$ cat src/rtl/src_ctrl_pkg.sv
// Shared types, state codes, opcodes and opcode-class helpers for the Mini SRC
// hardwired control sequencer.
package src_ctrl_pkg;

  localparam int OP_WIDTH = 5;

  typedef enum logic [3:0] {
    S_IDLE = 4'd0,
    S_T0   = 4'd1,
    S_T1   = 4'd2,
    S_T2   = 4'd3,
    S_T3   = 4'd4,
    S_T4   = 4'd5,
    S_T5   = 4'd6,
    S_T6   = 4'd7,
    S_END  = 4'd8,
    S_HALT = 4'd9
  } state_t;

  localparam logic [OP_WIDTH-1:0] OP_ADD  = 5'b00011;
  localparam logic [OP_WIDTH-1:0] OP_SUB  = 5'b00100;
  localparam logic [OP_WIDTH-1:0] OP_AND  = 5'b00101;
  localparam logic [OP_WIDTH-1:0] OP_OR   = 5'b00110;
  localparam logic [OP_WIDTH-1:0] OP_SHR  = 5'b00111;
  localparam logic [OP_WIDTH-1:0] OP_SHL  = 5'b01001;
  localparam logic [OP_WIDTH-1:0] OP_ROR  = 5'b01010;
  localparam logic [OP_WIDTH-1:0] OP_ROL  = 5'b01011;
  localparam logic [OP_WIDTH-1:0] OP_MUL  = 5'b01111;
  localparam logic [OP_WIDTH-1:0] OP_DIV  = 5'b10000;
  localparam logic [OP_WIDTH-1:0] OP_NEG  = 5'b10001;
  localparam logic [OP_WIDTH-1:0] OP_NOT  = 5'b10010;
  localparam logic [OP_WIDTH-1:0] OP_HALT = 5'b11011;

  typedef struct packed {
    logic pc_out;
    logic zlow_out;
    logic zhigh_out;
    logic mdr_out;
    logic mar_in;
    logic z_in;
    logic pc_in;
    logic mdr_in;
    logic ir_in;
    logic y_in;
    logic lo_in;
    logic hi_in;
    logic inc_pc;
    logic read;
    logic gra;
    logic grb;
    logic grc;
    logic r_in;
    logic r_out;
  } ctrl_t;

  typedef struct packed {
    logic binary;
    logic unary;
    logic muldiv;
    logic halt;
    logic illegal;
  } op_class_t;

  function automatic logic is_binary(input logic [OP_WIDTH-1:0] op);
    case (op)
      OP_ADD, OP_SUB, OP_AND, OP_OR, OP_SHR,
      OP_SHL, OP_ROR, OP_ROL, OP_MUL, OP_DIV: return 1'b1;
      default:                                return 1'b0;
    endcase
  endfunction

  function automatic logic is_unary(input logic [OP_WIDTH-1:0] op);
    return (op == OP_NEG) || (op == OP_NOT);
  endfunction

  function automatic logic is_muldiv(input logic [OP_WIDTH-1:0] op);
    return (op == OP_MUL) || (op == OP_DIV);
  endfunction

endpackage

$ cat src/rtl/src_ctrl_decode.sv
// Combinational opcode classifier: maps an IR opcode to its execute-step class.
module src_ctrl_decode
  import src_ctrl_pkg::*;
(
  input  logic [OP_WIDTH-1:0] op,
  output op_class_t           op_class
);

  always_comb begin
    op_class         = '0;
    op_class.binary  = is_binary(op);
    op_class.unary   = is_unary(op);
    op_class.muldiv  = is_muldiv(op);
    op_class.halt    = (op == OP_HALT);
    op_class.illegal = !(is_binary(op) || is_unary(op) || (op == OP_HALT));
  end

endmodule

$ cat src/rtl/src_control_unit.sv
// Hardwired Moore sequencer for the Mini SRC datapath: fetch (T0-T2) and
// register-to-register ALU execute steps (T3-T6), with registered strobes.
module src_control_unit
  import src_ctrl_pkg::*;
#(
  parameter int OPW         = 5,
  parameter int MEM_TIMEOUT = 15
) (
  input  logic           Clock,
  input  logic           clear,
  input  logic           run_in,
  input  logic           mem_ready,
  input  logic [OPW-1:0] ir_op,
  output logic           PCout,
  output logic           Zlowout,
  output logic           Zhighout,
  output logic           MDRout,
  output logic           MARin,
  output logic           Zin,
  output logic           PCin,
  output logic           MDRin,
  output logic           IRin,
  output logic           Yin,
  output logic           LOin,
  output logic           HIin,
  output logic           IncPC,
  output logic           Read,
  output logic           Gra,
  output logic           Grb,
  output logic           Grc,
  output logic           Rin,
  output logic           Rout,
  output logic [OPW-1:0] alu_op,
  output logic           run_out,
  output logic           err,
  output logic [3:0]     state_out
);

  localparam logic [3:0] TIMEOUT_LAST = 4'(MEM_TIMEOUT - 1);

  state_t         state_reg, state_next;
  logic [OPW-1:0] op_reg, op_next;
  logic [3:0]     cnt_reg, cnt_next;
  logic           err_reg, err_next;
  logic           run_out_reg;
  ctrl_t          ctrl_reg, ctrl_next;
  logic [OPW-1:0] alu_op_reg, alu_op_next;
  op_class_t      cls_next;
  logic           timeout;

  // The opcode is captured on the T2->T3 edge; outputs are registered from
  // the next state so they line up with state_out in the same cycle.
  assign op_next = (state_reg == S_T2) ? ir_op : op_reg;

  src_ctrl_decode u_decode (
    .op       (op_next),
    .op_class (cls_next)
  );

  always_ff @(posedge Clock) begin
    if (!clear) begin
      state_reg   <= S_IDLE;
      op_reg      <= '0;
      cnt_reg     <= '0;
      err_reg     <= 1'b0;
      run_out_reg <= 1'b1;
      ctrl_reg    <= '0;
      alu_op_reg  <= '0;
    end else begin
      state_reg   <= state_next;
      op_reg      <= op_next;
      cnt_reg     <= cnt_next;
      err_reg     <= err_next;
      run_out_reg <= (state_next != S_HALT);
      ctrl_reg    <= ctrl_next;
      alu_op_reg  <= alu_op_next;
    end
  end

  always_comb begin
    state_next = state_reg;
    timeout    = 1'b0;
    case (state_reg)
      S_IDLE: if (run_in) state_next = S_T0;
      S_T0:   state_next = S_T1;
      S_T1: begin
        if (mem_ready) begin
          state_next = S_T2;
        end else if (cnt_reg == TIMEOUT_LAST) begin
          state_next = S_HALT;
          timeout    = 1'b1;
        end
      end
      S_T2: state_next = S_T3;
      S_T3: begin
        if (cls_next.halt || cls_next.illegal) state_next = S_HALT;
        else if (cls_next.binary)              state_next = S_T4;
        else                                   state_next = S_T5;
      end
      S_T4:   state_next = S_T5;
      S_T5:   state_next = cls_next.muldiv ? S_T6 : S_END;
      S_T6:   state_next = S_END;
      S_END:  state_next = run_in ? S_T0 : S_IDLE;
      S_HALT: state_next = S_HALT;
      default: state_next = S_IDLE;
    endcase

    // Counter is held at zero outside T1, so it restarts on every entry.
    cnt_next = '0;
    if (state_reg == S_T1) begin
      cnt_next = cnt_reg;
      if (!mem_ready && cnt_reg != 4'hF) cnt_next = cnt_reg + 4'd1;
    end

    err_next = err_reg || timeout || ((state_reg == S_T3) && cls_next.illegal);
  end

  always_comb begin
    ctrl_next   = '0;
    alu_op_next = '0;
    case (state_next)
      S_T0: begin
        ctrl_next.pc_out = 1'b1;
        ctrl_next.mar_in = 1'b1;
        ctrl_next.inc_pc = 1'b1;
        ctrl_next.z_in   = 1'b1;
      end
      S_T1: begin
        ctrl_next.read   = 1'b1;
        ctrl_next.mdr_in = 1'b1;
        // PC update only in the first T1 cycle, however long memory stalls.
        if (state_reg != S_T1) begin
          ctrl_next.zlow_out = 1'b1;
          ctrl_next.pc_in    = 1'b1;
        end
      end
      S_T2: begin
        ctrl_next.mdr_out = 1'b1;
        ctrl_next.ir_in   = 1'b1;
      end
      S_T3: begin
        if (cls_next.binary) begin
          ctrl_next.grb   = 1'b1;
          ctrl_next.r_out = 1'b1;
          ctrl_next.y_in  = 1'b1;
        end else if (cls_next.unary) begin
          ctrl_next.grb   = 1'b1;
          ctrl_next.r_out = 1'b1;
          ctrl_next.z_in  = 1'b1;
          alu_op_next     = op_next;
        end
      end
      S_T4: begin
        ctrl_next.grc   = 1'b1;
        ctrl_next.r_out = 1'b1;
        ctrl_next.z_in  = 1'b1;
        alu_op_next     = op_next;
      end
      S_T5: begin
        ctrl_next.zlow_out = 1'b1;
        if (cls_next.muldiv) begin
          ctrl_next.lo_in = 1'b1;
        end else begin
          ctrl_next.gra  = 1'b1;
          ctrl_next.r_in = 1'b1;
        end
      end
      S_T6: begin
        ctrl_next.zhigh_out = 1'b1;
        ctrl_next.hi_in     = 1'b1;
      end
      default: ;
    endcase
  end

  assign PCout     = ctrl_reg.pc_out;
  assign Zlowout   = ctrl_reg.zlow_out;
  assign Zhighout  = ctrl_reg.zhigh_out;
  assign MDRout    = ctrl_reg.mdr_out;
  assign MARin     = ctrl_reg.mar_in;
  assign Zin       = ctrl_reg.z_in;
  assign PCin      = ctrl_reg.pc_in;
  assign MDRin     = ctrl_reg.mdr_in;
  assign IRin      = ctrl_reg.ir_in;
  assign Yin       = ctrl_reg.y_in;
  assign LOin      = ctrl_reg.lo_in;
  assign HIin      = ctrl_reg.hi_in;
  assign IncPC     = ctrl_reg.inc_pc;
  assign Read      = ctrl_reg.read;
  assign Gra       = ctrl_reg.gra;
  assign Grb       = ctrl_reg.grb;
  assign Grc       = ctrl_reg.grc;
  assign Rin       = ctrl_reg.r_in;
  assign Rout      = ctrl_reg.r_out;
  assign alu_op    = alu_op_reg;
  assign run_out   = run_out_reg;
  assign err       = err_reg;
  assign state_out = state_reg;

endmodule

$ cat config.mk
export PLATFORM = sky130hd
export DESIGN_NAME = src_control_unit
export DESIGN_NICKNAME = d
export VERILOG_FILES = /design/src/rtl/src_ctrl_pkg.sv /design/src/rtl/src_ctrl_decode.sv /design/src/rtl/src_control_unit.sv
export SDC_FILE = /design/constraint.sdc
export NUM_CORES = 1
export LEC_CHECK = 0
export ABC_AREA = 1
export CORE_ASPECT_RATIO = 1.25
export CORE_UTILIZATION = 49
export CTS_BUF_LIST = sky130_fd_sc_hd__clkbuf_8 sky130_fd_sc_hd__clkbuf_16
export CTS_CLUSTER_SIZE = 28
export DETAILED_ROUTE_END_ITERATION = 10
export PLACE_DENSITY = 0.79
export SLEW_MARGIN = 20
export SYNTH_ARGS = -nofsm -noshare
export SYNTH_HDL_FRONTEND = slang
export SYNTH_HIERARCHICAL = 1
export SYNTH_SLANG_ARGS = --single-unit
$ cat constraint.sdc
create_clock -name Clock -period 3 [get_ports Clock]
set_input_delay 0.45 -clock Clock [delete_from_list [all_inputs] [get_ports Clock]]
set_output_delay 0.45 -clock Clock [all_outputs]
set_load 0.02 [all_outputs]
# --- After elaboration in Yosys (flattened, before gate mapping) ---
# Memory sizes are Yosys's and may differ from the RTL's.
# Cells that the tools add are included.
op_classes:
  addsub: 1
  eq_ne: 25
  n_mux: 31
  reduce_logical: 17
ops:
  columns: ["cell", "n"]
  rows:
  - ["$pmux 4 s10", 1]
  - ["$eq 4x3->1 const B", 8]
  - ["$eq 5x5->1 const B", 4]
  - ["$mux 4", 5]
  - ["$mux 1", 17]
  - ["$eq 4x2->1 const B", 4]
  - ["$mux 5", 3]
  - ["$eq 4x4->1 const B", 3]
  - ["$pmux 5 s2", 1]
  - ["$eq 4x1->1 const B", 2]
  - ["$ne 4x4->1 const B", 2]
  - ["$reduce_and 2->1", 4]
  - ["$logic_or 1x1->1", 7]
  - ["$pmux 1 s2", 3]
  - ["$eq 5x4->1 const B", 1]
  - ["$add 4x1->4 const B", 1]
  - ["$logic_not 4->1", 1]
  - ["$ne 4x2->1 const B", 1]
  - ["$logic_and 1x1->1", 2]
  - ["$logic_not 1->1", 2]
  - ["$mux 2", 1]
  - ["$reduce_or 2->1", 1]
totals:
  reg_bits: 34
  mem_bits_ro: 64
  output_inout_bits: 30
  n_memories: 2
memory_table:
  columns: ["name", "words", "width", "read_ports", "rd_ports_with_merged_regs", "write_ports", "line_no", "source"]
  rows:
  - ["(no name shown)", 32, 1, 1, 0, 0, "src_ctrl_pkg.sv:65", "case (op)"]
  - ["(no name shown)", 32, 1, 1, 0, 0, "src_ctrl_pkg.sv:65", null]

# --- Depth between registers and ports, before layout ---
# Gate-level depths: netlist of the first run.
logic_depth:
  word_depth: 13
  depth_mapped: 22
  ltp_nobuf: 21

# --- Modules after synthesis ---
# Netlist of the first run, hierarchy kept.
by_module_without_submodules:
  columns: ["module", "instances", "cells_each", "area_each_um2", "seq_area_each_um2"]
  rows:
  - ["src_control_unit", 1, 189, 1492.7, 660.6]
  - ["src_ctrl_decode", 1, 25, 118.9, 0.0]

# --- Worst setup path before layout of the first run ---
# No wires, ideal clock.
synth_path:
  kind: "register to register"
  from: "reg state_reg[1], in the netlist state_out[1]"
  to: "reg ctrl_reg, in the netlist IRin"
  arrival_time_ns: 2.306
  path_slack_ns: 0.621
  path_stages_with_launch: 16
  period_less_slack_ns: 2.379
  cell_sequence: "dfxtp_1 > buf_2 > nand2_1 > inv_1 > nand2_2 > mux2i_1 > inv_1 > nor3_2 > nand3_2 > o21ai_1 > inv_1 > o211ai_1 > nand2_1 > nor2_2 > nand3_1 > nor3_2"
synth_rtl:
  columns: ["element", "line_no", "source"]
  rows:
  - ["start, declared", "src_control_unit.sv:41", "state_t state_reg, state_next;"]
  - ["start signal, assigned", "src_control_unit.sv:70", "state_reg <= state_next;"]
  - ["end signal, assigned", "src_control_unit.sv:75", "ctrl_reg <= ctrl_next;"]
  - ["end, declared", "src_control_unit.sv:46", "ctrl_t ctrl_reg, ctrl_next;"]

==> results by group, run 1 <==
Global routing
  • Initial antenna violation count: 0
  • First-pass GRT wire length: 5590 um
  • Global route total overflow: 0
  • Gr usage total: 0.222
  • Largest net degree at the start of global routing: 13
  • Vias in the first global route: 1299

Cells and area
  • Area Growth Syn to Fin: 32.8%
  • Cell area after layout: 2140 um2
  • Final cell count without fillers: 291
  • Most frequent cells in the layout: nand2_1, clkdlybuf4s50_1, inv_1
  • Commonest non-fill, non-tap cell in the layout: nand2_1
  • Final Util: 0.707
  • Share of cells above drive strength 1: 0.169
  • Ant diodes: 0
  • Final #Nets: 265

Route
  • Via density: 4.81
  • First drt pass iteration count: 4
  • Final antenna-violating net count: 0
  • Final wirelength: 3350 um
  • Met3 wire len: 161 um
  • Vias: 1401
  • DRC violations left: 0
  • Met2 WL: 1720 um
  • Drt first-iter violations: 27
  • Wl on met1: 1410 um
  • Max layer used: met4
  • Drt wl/cell: 11.5 um

Clock network
  • Cts hold-fix bufs: 0
  • CTS Sinks: 33
  • Clock transition at path regs: 0.07 ns
  • Clk buf depth: 2
  • CTS Buf Count: 5
  • CTS tree: built
  • H-Tree Depth: 2
  • Clk Latency, worst-skew pair: 0.29 ns
  • CTS Root Buffer Type: clkbuf_8
  • Post-CTS Setup Bufs: 0
  • CTS resizes: 0

Logic synthesis
  • Synth Area in XOR/XNOR: 0.00543
  • Register area share after synthesis: 0.410
  • #FFs+latches synth: 33
  • Cell variety after synth: 29
  • Largest family of logic cells by synthesized area: simple AND/OR/NAND/NOR gates
  • Post-Syn Instances: 214
  • Synth Warn #: 6
  • Post-Synth Adder-Cell Area: 0.0155
  • Net Count, Synth: 225
  • Cell Area, Synth: 1610 um2
  • Complex-gate fraction of the synthesized area: 0.0528
  • Multiplexer area fraction after synthesis: 0.0248
  • Mean Syn Cell Area: 7.53 um2
  • Simple-Gate Fraction of Synth Area: 0.363

STA
  • RSZ-0062 raised after global routing: false
  • Worst Tran Pin Value: 0.394 ns
  • Final hold slack: 0.508 ns
  • Fin crit share: 0.853
  • Final setup TNS: 0 ns
  • Minimum clock period: 2.56 ns
  • Clk_skew: 0.00443 ns
  • Slew Viols, Final: 0
  • Worst Setup Slack, final: 0.441 ns
  • Max Fclk: 0.391 GHz
  • Setup violators final: 0
  • Fin. Hold Viols: 0
  • Max-slew headroom: 0.736

Floorplanning
  • Site Rows: 22
  • Die span in y: 66.1 um
  • Die width: 53.3 um
  • IO Pins: 39
  • Core Area: 3030 um2
  • Initial core utilization: 0.532
  • Die area: 3520 um2

Placed design
  • Port Buf Inserts: 38
  • DP HPWL: 2650 um
  • Placed inst area: 2010 um2
  • Inst Count DP: 283
  • Routability cong.: 0.895
  • Placement Setup Slack: 0.423 ns

Min path
  • Min-delay src: cnt_reg[0]
  • Hold Path Depth: 2
  • Min-Delay Path Class: flop to flop
  • WHS Endpoint: cnt_reg[0]

Critical path
  • Reg2reg setup slack: 0.44 ns
  • Crit path max fanout: 8
  • WP data required: 3.21 ns
  • FF-to-FF Start: state_out[3]
  • CP Data Arrival Time: 2.77 ns
  • Crit end category: flop
  • Reg-to-Reg End: PCin
  • Reg2Reg Depth: 13
  • Critical path type: flop to flop
  • Critical Path Source Type: flop

Run
  • Max cap viols: 0

Pwr
  • Power after layout: 1.22 mW
  • Pwr Density: 572 nW/um2
  • Leakage: 1.06 nW
  • VDD IR max: 501 uV

Status
  • Status: finished clean
metal layers:
| metal | vias up | track usage |
|---|---|---|
| met3 | 5 | 0.0621 |
| met4 | 0 | 0.102 |
| met2 | 34 | 0.388 |
| li1 | 733 | - |
| met1 | 629 | 0.240 |
| met5 | - | 0 |
worst max-delay path, cell delays in order (launching register included):
cell	delay, ns
dfxtp_1	0.37
nor2_2	0.22
nand2_2	0.20
mux2i_1	0.19
inv_1	0.11
nor3_2	0.23
nand3_2	0.10
o21ai_1	0.24
inv_1	0.10
o211ai_1	0.18
nand2_1	0.08
nor2_2	0.14
nand3_1	0.17
nor3_2	0.14
how the worst max path moves through the flow:
stage,start,to,slack [ns],cells after the start
2_1_floorplan,state_out[1],IRin,0.62,15
5_1_grt,state_out[3],PCin,0.18,15
3_3_place_gp,state_out[3],PCin,0.45,13
6_report,state_out[3],PCin,0.44,13
3_5_place_dp,ir_op[3],PCin,0.42,12
4_1_cts,state_out[3],PCin,0.40,13
kinds of logic after synthesis:
kind of cell | after synthesis
AO/OA/AOI/OAI | 16
XOR/XNOR | 1
adder cells (fa/ha/maj) | 2
buffers and inverters | 49
flip-flops | 33
multiplexers | 4
AND/OR/NAND/NOR | 109
cell type report:
| cell class | count | area [um2] |
|---|---|---|
| clock buffers | 5 | 68.8 |
| clock inverters | 3 | 65.1 |
| fillers | 264 | 888 |
| inverters | 41 | 154 |
| multi-input cells | 132 | 743 |
| flip-flops and latches | 33 | 661 |
| well taps | 36 | 45.0 |
| repair buffers | 41 | 403 |
power by group:
part / switching [mW] / total [mW] / internal, mW
Combinational: 0.156 / 0.262 / 0.106
Clock: 0.165 / 0.495 / 0.330
Sequential: 0.00918 / 0.467 / 0.458
Total: 0.330 / 1.22 / 0.894
cells in the mapped netlist, drive strengths merged:
master / instances / area [um2]
nand2: 53 / 219
inv: 41 / 154
dfxtp: 33 / 661
nor2: 30 / 154
nand3: 17 / 128
a21oi: 10 / 50.1
buf: 7 / 50.0
nor3: 5 / 45.0
mux2i: 4 / 40.0
nand4: 3 / 31.3
o21ai: 3 / 15.0
ha: 2 / 25.0
o22ai: 2 / 12.5
clkbuf: 1 / 3.75
nor3b: 1 / 7.51
o211ai: 1 / 7.51
xor2: 1 / 8.76
(Power assumes the default switching activity.)
==> run 2, diff against run 1 <==
Settings changed: CORE_UTILIZATION 49 to 45, PLACE_DENSITY 0.79 to 0.74.
==> run 2 against run 1 <==
Against the previous run: die area increased by 8.6%; global-route usage decreased by 2.9 points; register-to-register slack got worse by 0.06 ns; core utilization decreased by 6.7 points; sequential cell count unchanged.
==> results by group, run 2 (synthesis results as in run 1) <==
STA
  • Max Fclk: 0.382 GHz (was 0.391 GHz)
  • Final setup TNS: 0 ns (unchanged)
  • Worst Tran Pin Value: 0.441 ns (was 0.394 ns)
  • Setup violators final: 0 (unchanged)
  • Fin crit share: 0.872 (was 0.853)
  • Minimum clock period: 2.62 ns (was 2.56 ns)
  • RSZ-0062 raised after global routing: false (unchanged)
  • Max-slew headroom: 0.704 (was 0.736)
  • Slew Viols, Final: 0 (unchanged)
  • Final hold slack: 0.509 ns (was 0.508 ns)
  • Clk_skew: 0.00678 ns (was 0.00443 ns)
  • Fin. Hold Viols: 0 (unchanged)

Critical path
  • CP Data Arrival Time: 2.83 ns (was 2.77 ns)
  • Crit path max fanout: 8 (unchanged)
  • FF-to-FF Start: state_out[3] (unchanged)
  • WP data required: 3.21 ns (about the same)
  • Reg-to-Reg End: PCin (unchanged)
  • Reg2reg setup slack: 0.38 ns (was 0.44 ns)
  • Crit end category: flop (unchanged)
  • Reg2Reg Depth: 13 (unchanged)
  • Critical Path Source Type: flop (unchanged)
  • Critical path type: flop to flop (unchanged)

Placed design
  • Routability cong.: 0.881 (was 0.895)
  • Inst Count DP: 283 (unchanged)
  • Port Buf Inserts: 38 (unchanged)
  • DP HPWL: 2590 um (was 2650 um)

Route
  • Final wirelength: 3340 um (was 3350 um)
  • Final antenna-violating net count: 0 (unchanged)
  • DRC violations left: 0 (unchanged)
  • First drt pass iteration count: 4 (unchanged)
  • Vias: 1389 (was 1401)
  • Via density: 4.77 (was 4.81)
  • Drt first-iter violations: 20 (was 27)
  • Drt wl/cell: 11.5 um (about the same)

Min path
  • Hold Path Depth: 2 (unchanged)
  • Min-delay src: cnt_reg[0] (unchanged)
  • WHS Endpoint: cnt_reg[0] (unchanged)
  • Min-Delay Path Class: flop to flop (unchanged)

Pwr
  • Leakage: 1.05 nW (was 1.06 nW)
  • Pwr Density: 543 nW/um2 (was 572 nW/um2)
  • VDD IR max: 362 uV (was 501 uV)

Global routing
  • Global route total overflow: 0 (unchanged)
  • First-pass GRT wire length: 5640 um (was 5590 um)
  • Vias in the first global route: 1288 (was 1299)
  • Gr usage total: 0.194 (was 0.222)
  • Initial antenna violation count: 0 (unchanged)
  • Largest net degree at the start of global routing: 13 (unchanged)

Clock network
  • Clk Latency, worst-skew pair: 0.29 ns (about the same)
  • Cts hold-fix bufs: 0 (unchanged)
  • CTS resizes: 0 (unchanged)
  • CTS Buf Count: 5 (unchanged)
  • Post-CTS Setup Bufs: 0 (unchanged)
  • CTS tree: built (unchanged)
  • H-Tree Depth: 2 (unchanged)
  • Clk buf depth: 2 (unchanged)
  • CTS Root Buffer Type: clkbuf_8 (unchanged)
  • CTS Sinks: 33 (unchanged)
  • Clock transition at path regs: 0.07 ns (about the same)

Floorplanning
  • Die span in y: 68.9 um (was 66.1 um)
  • Initial core utilization: 0.487 (was 0.532)
  • Core Area: 3310 um2 (was 3030 um2)
  • Die area: 3830 um2 (was 3520 um2)
  • Die width: 55.5 um (was 53.3 um)
  • Site Rows: 23 (was 22)
  • IO Pins: 39 (unchanged)

Run
  • Max cap viols: 0 (unchanged)

Cells and area
  • Share of cells above drive strength 1: 0.161 (was 0.169)
  • Area Growth Syn to Fin: 31.3% (was 32.8%)
  • Commonest non-fill, non-tap cell in the layout: nand2_1 (unchanged)
  • Most frequent cells in the layout: nand2_1, clkdlybuf4s50_1, inv_1 (unchanged)
  • Final #Nets: 264 (was 265)
  • Ant diodes: 0 (unchanged)
  • Final cell count without fillers: 291 (unchanged)

Status
  • Status: finished clean (unchanged)
## run 2: cell count changes in the layout (fill, tap and decap cells not counted), sizes merged
cell / before / now
clkbuf: 5 / 6
clkinv: 1 / 0
bufinv: 2 / 1
inv: 41 / 42
buf: 3 / 2
## run 2: worst max-delay path by stage
stage / from / to / slack, ns / cells past startpoint
3_5_place_dp: ir_op[3] / PCin / 0.35 / 12
3_3_place_gp: ir_op[3] / PCin / 0.36 / 12
5_1_grt: state_out[3] / PCin / 0.18 / 13
2_1_floorplan: state_out[1] / IRin / 0.62 / 15
4_1_cts: state_out[3] / PCin / 0.40 / 13
6_report: state_out[3] / PCin / 0.38 / 13
## run 2: power breakdown
part | total (mW) | switching [mW] | internal [mW]
clock network | 0.423 | 0.156 | 0.267
registers | 0.471 | 0.0133 | 0.458
logic | 0.255 | 0.152 | 0.103
## run 2: routing by layer
metal	GRT usage	wire length, um	up-vias
li1	-	-	730
met1	0.203	1400	614
met2	0.369	1730	37
met3	0.0485	142	8
met4	0.0906	65	0
met5	0	0	-
## run 2: layout make-up
class / count / area [um2]
fillers: 287 / 1190
multi-input cells: 132 / 743
flip-flops and latches: 33 / 661
repair buffers: 40 / 395
inverters: 41 / 154
clock buffers: 6 / 82.6
well taps: 37 / 46.3
clock inverters: 2 / 33.8
## run 2: critical path: stages (launching register included)
cell      delay, ns
dfxtp_1        0.36
nor2_2         0.22
nand2_2        0.20
mux2i_1        0.19
inv_1          0.11
nor3_2         0.24
nand3_2        0.11
o21ai_1        0.26
inv_1          0.14
o211ai_1       0.18
nand2_1        0.09
nor2_2         0.14
nand3_1        0.16
nor3_2         0.15
## run 2: metrics by stage
step | setup WS, ns | instance area (um2) | utilization | power [mW]
after floorplan | 0.621 | 1610 | - | 0.659
after global placement | 0.356 | 2000 | 0.604 | 0.734
after detailed placement | 0.349 | 2000 | 0.604 | 0.737
after CTS | 0.397 | 2120 | 0.639 | 1.16
after global routing | 0.184 | 2120 | 0.639 | 1.20
final | 0.385 | 2120 | 0.639 | 1.15
